## src/rtl/if_fetch_stage.sv

```systemverilog
// if_fetch_stage
//   Instruction-fetch stage: program counter, next-PC selection and the
//   IF/ID pipeline register, plus saturating stall and flush counters.
//
// Ports
//   Clk, Reset_n                 rising-edge clock, async active-low reset
//   PCWrite                      1 = PC takes the selected next PC, 0 = hold
//   IF_ID_Write                  1 = IF/ID loads the fetched instruction
//   IF_ID_flush                  squash IF/ID to a NOP (wins over IF_ID_Write)
//   JumpReg/JumpRegTarget        register-indirect redirect (highest priority)
//   Jump/JumpTarget              direct jump redirect
//   Branch/BranchTarget          taken-branch redirect (lowest redirect priority)
//   Instruction_in               instruction memory data for PC_out
//   PC_out                       current fetch address
//   IF_ID_Instruction/PCPlus4    registered IF/ID contents
//   IF_ID_Valid                  IF/ID holds a real instruction
//   StallCount, FlushCount       saturating event counters
module if_fetch_stage (
    input  logic        Clk,
    input  logic        Reset_n,
    input  logic        PCWrite,
    input  logic        IF_ID_Write,
    input  logic        IF_ID_flush,
    input  logic        JumpReg,
    input  logic [31:0] JumpRegTarget,
    input  logic        Jump,
    input  logic [31:0] JumpTarget,
    input  logic        Branch,
    input  logic [31:0] BranchTarget,
    input  logic [31:0] Instruction_in,
    output logic [31:0] PC_out,
    output logic [31:0] IF_ID_Instruction,
    output logic [31:0] IF_ID_PCPlus4,
    output logic        IF_ID_Valid,
    output logic [15:0] StallCount,
    output logic [15:0] FlushCount
);

    logic [31:0] pc_plus4;
    logic [31:0] next_pc;
    logic        stall;

    // Wraps naturally at 2^32.
    assign pc_plus4 = PC_out + 32'd4;

    // A stall is a full freeze; a flush cycle is never also counted as a stall.
    assign stall = !PCWrite && !IF_ID_Write && !IF_ID_flush;

    // Redirect targets are forced word-aligned.
    always_comb begin
        next_pc = pc_plus4;
        if (JumpReg)
            next_pc = {JumpRegTarget[31:2], 2'b00};
        else if (Jump)
            next_pc = {JumpTarget[31:2], 2'b00};
        else if (Branch)
            next_pc = {BranchTarget[31:2], 2'b00};
    end

    always_ff @(posedge Clk or negedge Reset_n) begin
        if (!Reset_n) begin
            PC_out <= '0;
        end else if (PCWrite) begin
            PC_out <= next_pc;
        end
    end

    always_ff @(posedge Clk or negedge Reset_n) begin
        if (!Reset_n) begin
            IF_ID_Instruction <= '0;
            IF_ID_PCPlus4     <= '0;
            IF_ID_Valid       <= 1'b0;
        end else if (IF_ID_flush) begin
            IF_ID_Instruction <= '0;
            IF_ID_PCPlus4     <= '0;
            IF_ID_Valid       <= 1'b0;
        end else if (IF_ID_Write) begin
            IF_ID_Instruction <= Instruction_in;
            IF_ID_PCPlus4     <= pc_plus4;
            IF_ID_Valid       <= 1'b1;
        end
    end

    always_ff @(posedge Clk or negedge Reset_n) begin
        if (!Reset_n) begin
            StallCount <= '0;
            FlushCount <= '0;
        end else begin
            if (stall && StallCount != '1)
                StallCount <= StallCount + 16'd1;
            if (IF_ID_flush && FlushCount != '1)
                FlushCount <= FlushCount + 16'd1;
        end
    end

endmodule

```

## config.mk

```make
export PLATFORM = sky130hd
export DESIGN_NAME = if_fetch_stage
export DESIGN_NICKNAME = d
export VERILOG_FILES = /design/src/rtl/if_fetch_stage.sv
export SDC_FILE = /design/constraint.sdc
export NUM_CORES = 1
export LEC_CHECK = 0
export ABC_AREA = 1
export CORE_AREA = 3 3 134 149
export DETAILED_ROUTE_END_ITERATION = 6
export DIE_AREA = 0 0 137 152
export HOLD_SLACK_MARGIN = 0.02
export PLACE_DENSITY = 0.71
export SYNTH_ARGS = -nofsm -noshare
export SYNTH_HDL_FRONTEND = slang
export SYNTH_SLANG_ARGS = --single-unit
```

## constraint.sdc

```tcl
create_clock -name Clk -period 3.5 [get_ports Clk]
set_input_delay 1.05 -clock Clk [delete_from_list [all_inputs] [get_ports Clk]]
set_output_delay 1.05 -clock Clk [all_outputs]
set_load 0.01 [all_outputs]
```

==> flow_summary.json <==
{
  "fin_nets": 1322,
  "die_area_sq_um": 20800,
  "postRouteAntennaNets": 0,
  "grt_pass1_vias": 7144,
  "hpwl_um": 18100,
  "yosysWarningCount": 0,
  "overflow": 0,
  "leakagePower_nw": 4.76,
  "dp.cells": 1407,
  "cts_tree": "done",
  "worstPathRequired_ns": 2.45,
  "start_util_pct": 38.1,
  "clock_latency_ns": 0.42,
  "path_buf_inv": 1,
  "ios": 265,
  "hp-class": "register to register",
  "skew_ns": 0.00754,
  "antenna_cells": 0,
  "cts_made_buffers": 17,
  "drv_slew": 0,
  "die_w_um": 137,
  "p_int_mw": 3.44,
  "routed_wl_um": 24100,
  "wl_per_cell_um": 16.7,
  "cp_slowest_cell": "clkdlybuf4s50_1",
  "worstSetupPathType": "register to output port",
  "power.switching_mw": 1.49,
  "grt_use_total_pct": 23.2,
  "max_stage_delay_ns": 0.60,
  "numPortBuffers": 256,
  "antenna_found_initial": 2,
  "slew_headroom_pct": 50.9,
  "clkPwrFrac_pct": 38.7,
  "finalHoldViolCount": 0,
  "setup_viol": 0,
  "avgViaCountPerCell": 5.01,
  "finalCritPeriodShare_pct": 73.4,
  "max_cap_viol_count": 0,
  "p_seq_share_pct": 37.2,
  "ys_ff_latch": 126,
  "core_sq_um": 18500,
  "cts_setup_buffers": 0,
  "combPwrFrac_pct": 24.0,
  "rows": 52,
  "first_pass_iters": 5,
  "grt_pass1_wl_um": 37800,
  "avgSynthCellArea_sq_um": 7.54,
  "power_density_nw_per_um2": 470,
  "cts_sinks": 126,
  "fill_cells": 1729,
  "crit_chain": "clkdlybuf4s50_1",
  "clk_path_buf_depth": 2,
  "setup.worst_path.start_class": "register",
  "syn_area_sq_um": 7030,
  "grt_max_degree": 63,
  "cts.clk_slew.worst_paths_ns": 0.06,
  "fmax_mhz": 389,
  "final_core_util_pct": 56.8,
  "tightest_slew_ns": 0.736,
  "area_growth_pct": 49.1,
  "sw_frac_of_total_pct": 30.2,
  "htreeDepth": 4,
  "vias": 7216,
  "cp_max_fo": 6,
  "die_h_um": 152,
  "critPathTopFamily": "buffers and inverters",
  "synth_cell_types": 39,
  "status": "finished, final reports clean",
  "grt_setup_unrepaired": "false",
  "drt-initial-drc-count": 360,
  "ir_worst_vdd_mv": 0.349,
  "tns_ns": 0,
  "holdBufCountCts": 0,
  "yosysSeqAreaShare_pct": 44.8,
  "fin_crit_ns": 2.57,
  "end_kind": "output port",
  "clock-root-buffer": "clkbuf_16",
  "syn_inst": 932,
  "gp_congestion": 0.924,
  "drive_above_1_share_pct": 6.86,
  "cts_resized": 0,
  "fin_cells": 1439,
  "drc_errors": 0,
  "cp_data_arrival_time_ns": 1.52
}
cells by family after synthesis:
family          synth area share (%)
simple gates                    29.8
compound gates                  15.1
flops                           44.8
buf+inv                         6.01
xor+xnor                        3.74
fa+ha+maj                      0.534
other cells                   0.0533
cells in the final DEF, fill, tap and decap left out, types with 2 or more instances in the layout:
cell type	n
clkbuf_16	17
nand2_2	5
clkdlybuf4s50_1	254
dfrtp_1	126
nand4_1	6
nor2_2	9
xnor2_1	9
a21oi_1	48
inv_2	6
xor2_1	21
nor3_1	12
nand2_4	2
buf_12	2
ha_1	3
inv_1	58
bufinv_16	4
nor2_1	156
clkinvlp_4	2
o21ai_1	10
o211ai_1	4
o21ai_2	3
nor2_4	6
conb_1	2
buf_4	13
o21ai_0	36
inv_6	5
nand2_1	255
nand3_1	47
a22o_1	44
clkinv_2	2
a21o_1	15
flip-flops by register name, summed over array words and instances, names as in the netlist:
signal,count
StallCount,16
IF_ID_Valid,1
FlushCount,16
IF_ID_Instruction,32
PC_out,30
IF_ID_PCPlus4,31
power groups by stage:
stage	logic (mW)	clock network, mW	registers [mW]
2_1_floorplan	0.460	0	1.89
3_3_place_gp	1.17	0	1.86
3_5_place_dp	1.19	0	1.86
4_1_cts	1.20	1.94	1.84
5_1_grt	1.31	2.01	1.87
6_report	1.19	1.91	1.84
routing by layer:
layer  share of wire [%]  wire (um)  vias up  track usage, %
met5                0.10         24        -               0
met4                 3.7        880        4            10.2
met3                 7.9       1890       61            6.51
met2                  48      11500      282            37.8
met1                  41       9790     3322            28.5
li1                    -          -     3547               -
Yosys cell counts, drive strengths merged:
| cell | instances | share of area (%) |
|---|---|---|
| dfrtp | 126 | 45 |
| o31ai | 1 | 0.11 |
| nand3 | 47 | 3.3 |
| a31oi | 1 | 0.089 |
| xor2 | 21 | 2.6 |
| nand3b | 1 | 0.11 |
| o211ai | 4 | 0.43 |
| ha | 3 | 0.53 |
| o21ai | 49 | 3.6 |
| a22o | 44 | 5.5 |
| nor3b | 1 | 0.11 |
| inv | 65 | 3.5 |
| buf | 15 | 1.2 |
| nand4 | 6 | 0.53 |
| nor2b | 1 | 0.089 |
| nor4 | 1 | 0.18 |
| a21o | 15 | 1.6 |
| clkbuf | 24 | 1.3 |
| nand2 | 262 | 14 |
| nor3 | 13 | 1.0 |
| conb | 1 | 0.053 |
| o21bai | 1 | 0.11 |
| xnor2 | 9 | 1.1 |
| a22oi | 1 | 0.11 |
| nor2 | 171 | 10 |
| a21oi | 48 | 3.4 |
| o22ai | 1 | 0.089 |
final timing paths:
kind | from | end | slack [ns] | cells after the start
setup / recovery | PC_out[19] | PC_out[19] | 0.93 | 1
min in group asynchronous | Reset_n | StallCount[10] | 0.68 | 1
setup reg to reg | PC_out[2] | PC_out[14] | 1.61 | 11
hold reg to reg | IF_ID_PCPlus4[28] | IF_ID_PCPlus4[28] | 0.48 | 1
hold / removal | IF_ID_PCPlus4[28] | IF_ID_PCPlus4[28] | 0.48 | 1
max in group asynchronous | Reset_n | PC_out[23] | 1.92 | 2
cell type report:
type,instances,area (sq um),area share (%)
repair buffers,270,2690,25.6
flip-flops and latches,126,3150,30.1
well taps,243,304,2.90
inverters,65,246,2.35
clock inverters,15,209,1.99
multi-input cells,703,3460,33.0
clock buffers,17,425,4.06
through the flow:
stage / cell area, sq um / hold slack (ns) / power (mW) / worst slack, ns
6_report: 10500 / 0.476 / 4.93 / 0.930
5_1_grt: 10500 / 0.494 / 5.19 / 0.897
4_1_cts: 10500 / 0.478 / 4.97 / 0.917
3_5_place_dp: 9850 / 0.465 / 3.05 / 0.767
3_3_place_gp: 9850 / 0.461 / 3.03 / 0.758
2_1_floorplan: 7040 / 0.518 / 2.35 / 1.52
Power figures use the tool's default switching activity.
==> RTL change, RTL diff (config.mk and constraints unchanged) <==
Make the reset (`Reset_n`) synchronous in 3 clocked blocks. Comments in the files are not updated.
--- a/src/rtl/if_fetch_stage.sv
+++ b/src/rtl/if_fetch_stage.sv
@@ -58,5 +58,5 @@
     end
 
-    always_ff @(posedge Clk or negedge Reset_n) begin
+    always_ff @(posedge Clk) begin
         if (!Reset_n) begin
             PC_out <= '0;
@@ -66,5 +66,5 @@
     end
 
-    always_ff @(posedge Clk or negedge Reset_n) begin
+    always_ff @(posedge Clk) begin
         if (!Reset_n) begin
             IF_ID_Instruction <= '0;
@@ -82,5 +82,5 @@
     end
 
-    always_ff @(posedge Clk or negedge Reset_n) begin
+    always_ff @(posedge Clk) begin
         if (!Reset_n) begin
             StallCount <= '0;
Behaviour: differs if Reset_n is asserted again (counterexample within 4 cycles, from zero or initial values and one cycle with Reset_n low); with Reset_n held inactive, the same outputs for 4 cycles.
==> RTL change against the original RTL <==
  * Sequential share of layout area fell by 5.4 points
  * Sequential power decreased by 16%
  * Count of clock-buffer cells in the layout stayed put
  * Area after synthesis is 3.2% lower
  * Die area unchanged
  * Total power down 20%
  * Setup slack lost 0.0062 ns
  * First-iteration DRC count is 23% higher
  * Cell count rose by 9.7%
  * Final area down 3.1%
  * Wire length rose by 3.6%
  * Sequential cell count decreased by 1
  * Largest cell class unchanged
  * Largest power group unchanged
==> RTL change: results (changes against the original RTL) <==
<table>
<tr><th>Metric</th><th>Value</th></tr>
<tr><th colspan="2">Status</th></tr>
<tr><td>Run status</td><td>finished, final reports clean (unchanged)</td></tr>
<tr><th colspan="2">Critical path</th></tr>
<tr><td>Crit path largest cell delay</td><td>0.64 ns (was 0.60 ns)</td></tr>
<tr><th colspan="2">Pwr</th></tr>
<tr><td>Combinational-cell power consumption</td><td>0.611 mW (was 1.19 mW)</td></tr>
<tr><td>Post-layout total power</td><td>3.960 mW (was 4.933 mW)</td></tr>
<tr><td>Clock Power Share</td><td>0.458 (was 0.387)</td></tr>
<tr><td>Max rail drop VDD</td><td>0.3162 mV (was 0.3487 mV)</td></tr>
<tr><td>Leakage Power</td><td>3.945 nW (was 4.757 nW)</td></tr>
<tr><td>Share of total power consumed by net switching</td><td>0.2777 (was 0.3021)</td></tr>
<tr><th colspan="2">Synth</th></tr>
<tr><td>Cells taking the most area after synthesis</td><td>sky130_fd_sc_hd__dfxtp_1 (37%), sky130_fd_sc_hd__nand2_1 (16%), sky130_fd_sc_hd__nor2_1 (9.8%) (was sky130_fd_sc_hd__dfrtp_1 (45%), sky130_fd_sc_hd__nand2_1 (14%), sky130_fd_sc_hd__nor2_1 (8.3%))</td></tr>
<tr><td>Async SR Flop Fraction</td><td>0 (was 1.000)</td></tr>
<tr><td>Sequential fraction of the synthesis area</td><td>0.3675 (was 0.4484)</td></tr>
<tr><td>Main synth FF type</td><td>sky130_fd_sc_hd__dfxtp_1 (was sky130_fd_sc_hd__dfrtp_1)</td></tr>
<tr><th colspan="2">Placed design</th></tr>
<tr><td>Placement Setup Slack</td><td>0.6236 ns (was 0.7672 ns)</td></tr>
<tr><td>Global placement routability congestion</td><td>0.9204 (was 0.9240)</td></tr>
<tr><td>Number of buffers inserted by port buffering</td><td>254 (was 256)</td></tr>
<tr><td>Standard cell area after detailed placement</td><td>9558 um2 (was 9853 um2)</td></tr>
<tr><th colspan="2">Finish</th></tr>
<tr><td>NumNets Final</td><td>1461 (was 1322)</td></tr>
<tr><td>Biggest registers after layout</td><td>IF_ID_Instruction x32, IF_ID_PCPlus4 x30, PC_out x30 (was IF_ID_Instruction x32, IF_ID_PCPlus4 x31, PC_out x30)</td></tr>
<tr><td>Fraction of layout instances using a drive strength above 1</td><td>0.05318 (was 0.06856)</td></tr>
<tr><td>Fillcell total</td><td>1864 (was 1729)</td></tr>
<tr><th colspan="2">STA</th></tr>
<tr><td>Relative max-transition margin</td><td>0.6319 (was 0.5091)</td></tr>
<tr><th colspan="2">Global route</th></tr>
<tr><td>Via count of the first global-routing pass</td><td>7357 (was 7144)</td></tr>
<tr><td>Initial antenna violation count</td><td>0 (was 2)</td></tr>
<tr><td>Largest net degree at the start of global routing</td><td>52 (was 63)</td></tr>
<tr><td>Total global routing track utilization</td><td>0.2318 (was 0.2321)</td></tr>
<tr><td>First-pass GRT wire length</td><td>38.09 mm (was 37.84 mm)</td></tr>
<tr><th colspan="2">Drt</th></tr>
<tr><td>Iter 0 DRT Violations</td><td>444 (was 360)</td></tr>
<tr><td>Final wirelength</td><td>24.91 mm (was 24.06 mm)</td></tr>
</table>
==> RTL change: changes by cell type in the layout (fill, tap and decap cells not counted), sizes merged, moves of 18 or more <==
| cell | before | now |
|---|---|---|
| dfrtp | 126 | 0 |
| dfxtp | 0 | 125 |
| a21oi | 48 | 119 |
| a22o | 44 | 0 |
| inv | 71 | 106 |
| nand2 | 262 | 296 |
| o211ai | 4 | 23 |
| nor2 | 171 | 189 |
==> RTL change: per-stage QoR <==
| stage | util | std cells | hold slack (ns) |
|---|---|---|---|
| 4_1_cts | 0.5498 | 1578 | 0.4613 |
| 5_1_grt | 0.5498 | 1578 | 0.4774 |
| 6_report | 0.5498 | 1578 | 0.4568 |
| 3_5_place_dp | 0.5173 | 1546 | 0.4509 |
| 2_1_floorplan | - | 1089 | 0.4856 |
| 3_3_place_gp | 0.5173 | 1546 | 0.4474 |
==> RTL change: worst reg2reg max path, stage by stage (launching register included) <==
cell and delay (ns):
sky130_fd_sc_hd__dfxtp_1 0.41, sky130_fd_sc_hd__ha_1 0.23, sky130_fd_sc_hd__nand3_1 0.11, sky130_fd_sc_hd__nor3_1 0.18
sky130_fd_sc_hd__nand3_1 0.09, sky130_fd_sc_hd__nand2_1 0.35, sky130_fd_sc_hd__nor2_1 0.18, sky130_fd_sc_hd__inv_1 0.10
sky130_fd_sc_hd__o21ai_0 0.08, sky130_fd_sc_hd__a21oi_1 0.12
==> RTL change: routing by layer <==
layer / wire [um] / GRT usage
met4: 699 / 0.08080
met2: 12250 / 0.4020
met5: 0 / 0
met3: 2140 / 0.08036
met1: 9815 / 0.2613
==> RTL change: final timing paths <==
kind / from / to / slack [ns] / cells after the start
max: PC_out[4]$_SDFFE_PN0P_ / PC_out[4] / 0.92 / 1
min: IF_ID_Instruction[12]$_SDFFE_PP0P_ / IF_ID_Instruction[12]$_SDFFE_PP0P_ / 0.46 / 2
max reg2reg: FlushCount[0]$_SDFFE_PN0P_ / FlushCount[6]$_SDFFE_PN0P_ / 1.57 / 9
min reg2reg: IF_ID_Instruction[12]$_SDFFE_PP0P_ / IF_ID_Instruction[12]$_SDFFE_PP0P_ / 0.46 / 2
==> RTL change: cell type report <==
cell class | count | area share
multi-input combinational | 809 | 0.3655
tap | 243 | 0.02993
sequential | 125 | 0.2463
timing repair buffer | 269 | 0.2621
clock inverter | 15 | 0.01736
clock buffer | 17 | 0.04187
inverter | 100 | 0.03695
==> RTL change: kinds of logic after synthesis <==
logic type	after synthesis	share of synthesized area
flip-flops	125	0.3675
AND/OR/NAND/NOR	576	0.3526
XOR/XNOR	11	0.01415
buffers and inverters	155	0.08875
AO/OA/AOI/OAI	215	0.1709
other	1	0.0005507
adder cells (fa/ha/maj)	3	0.005513
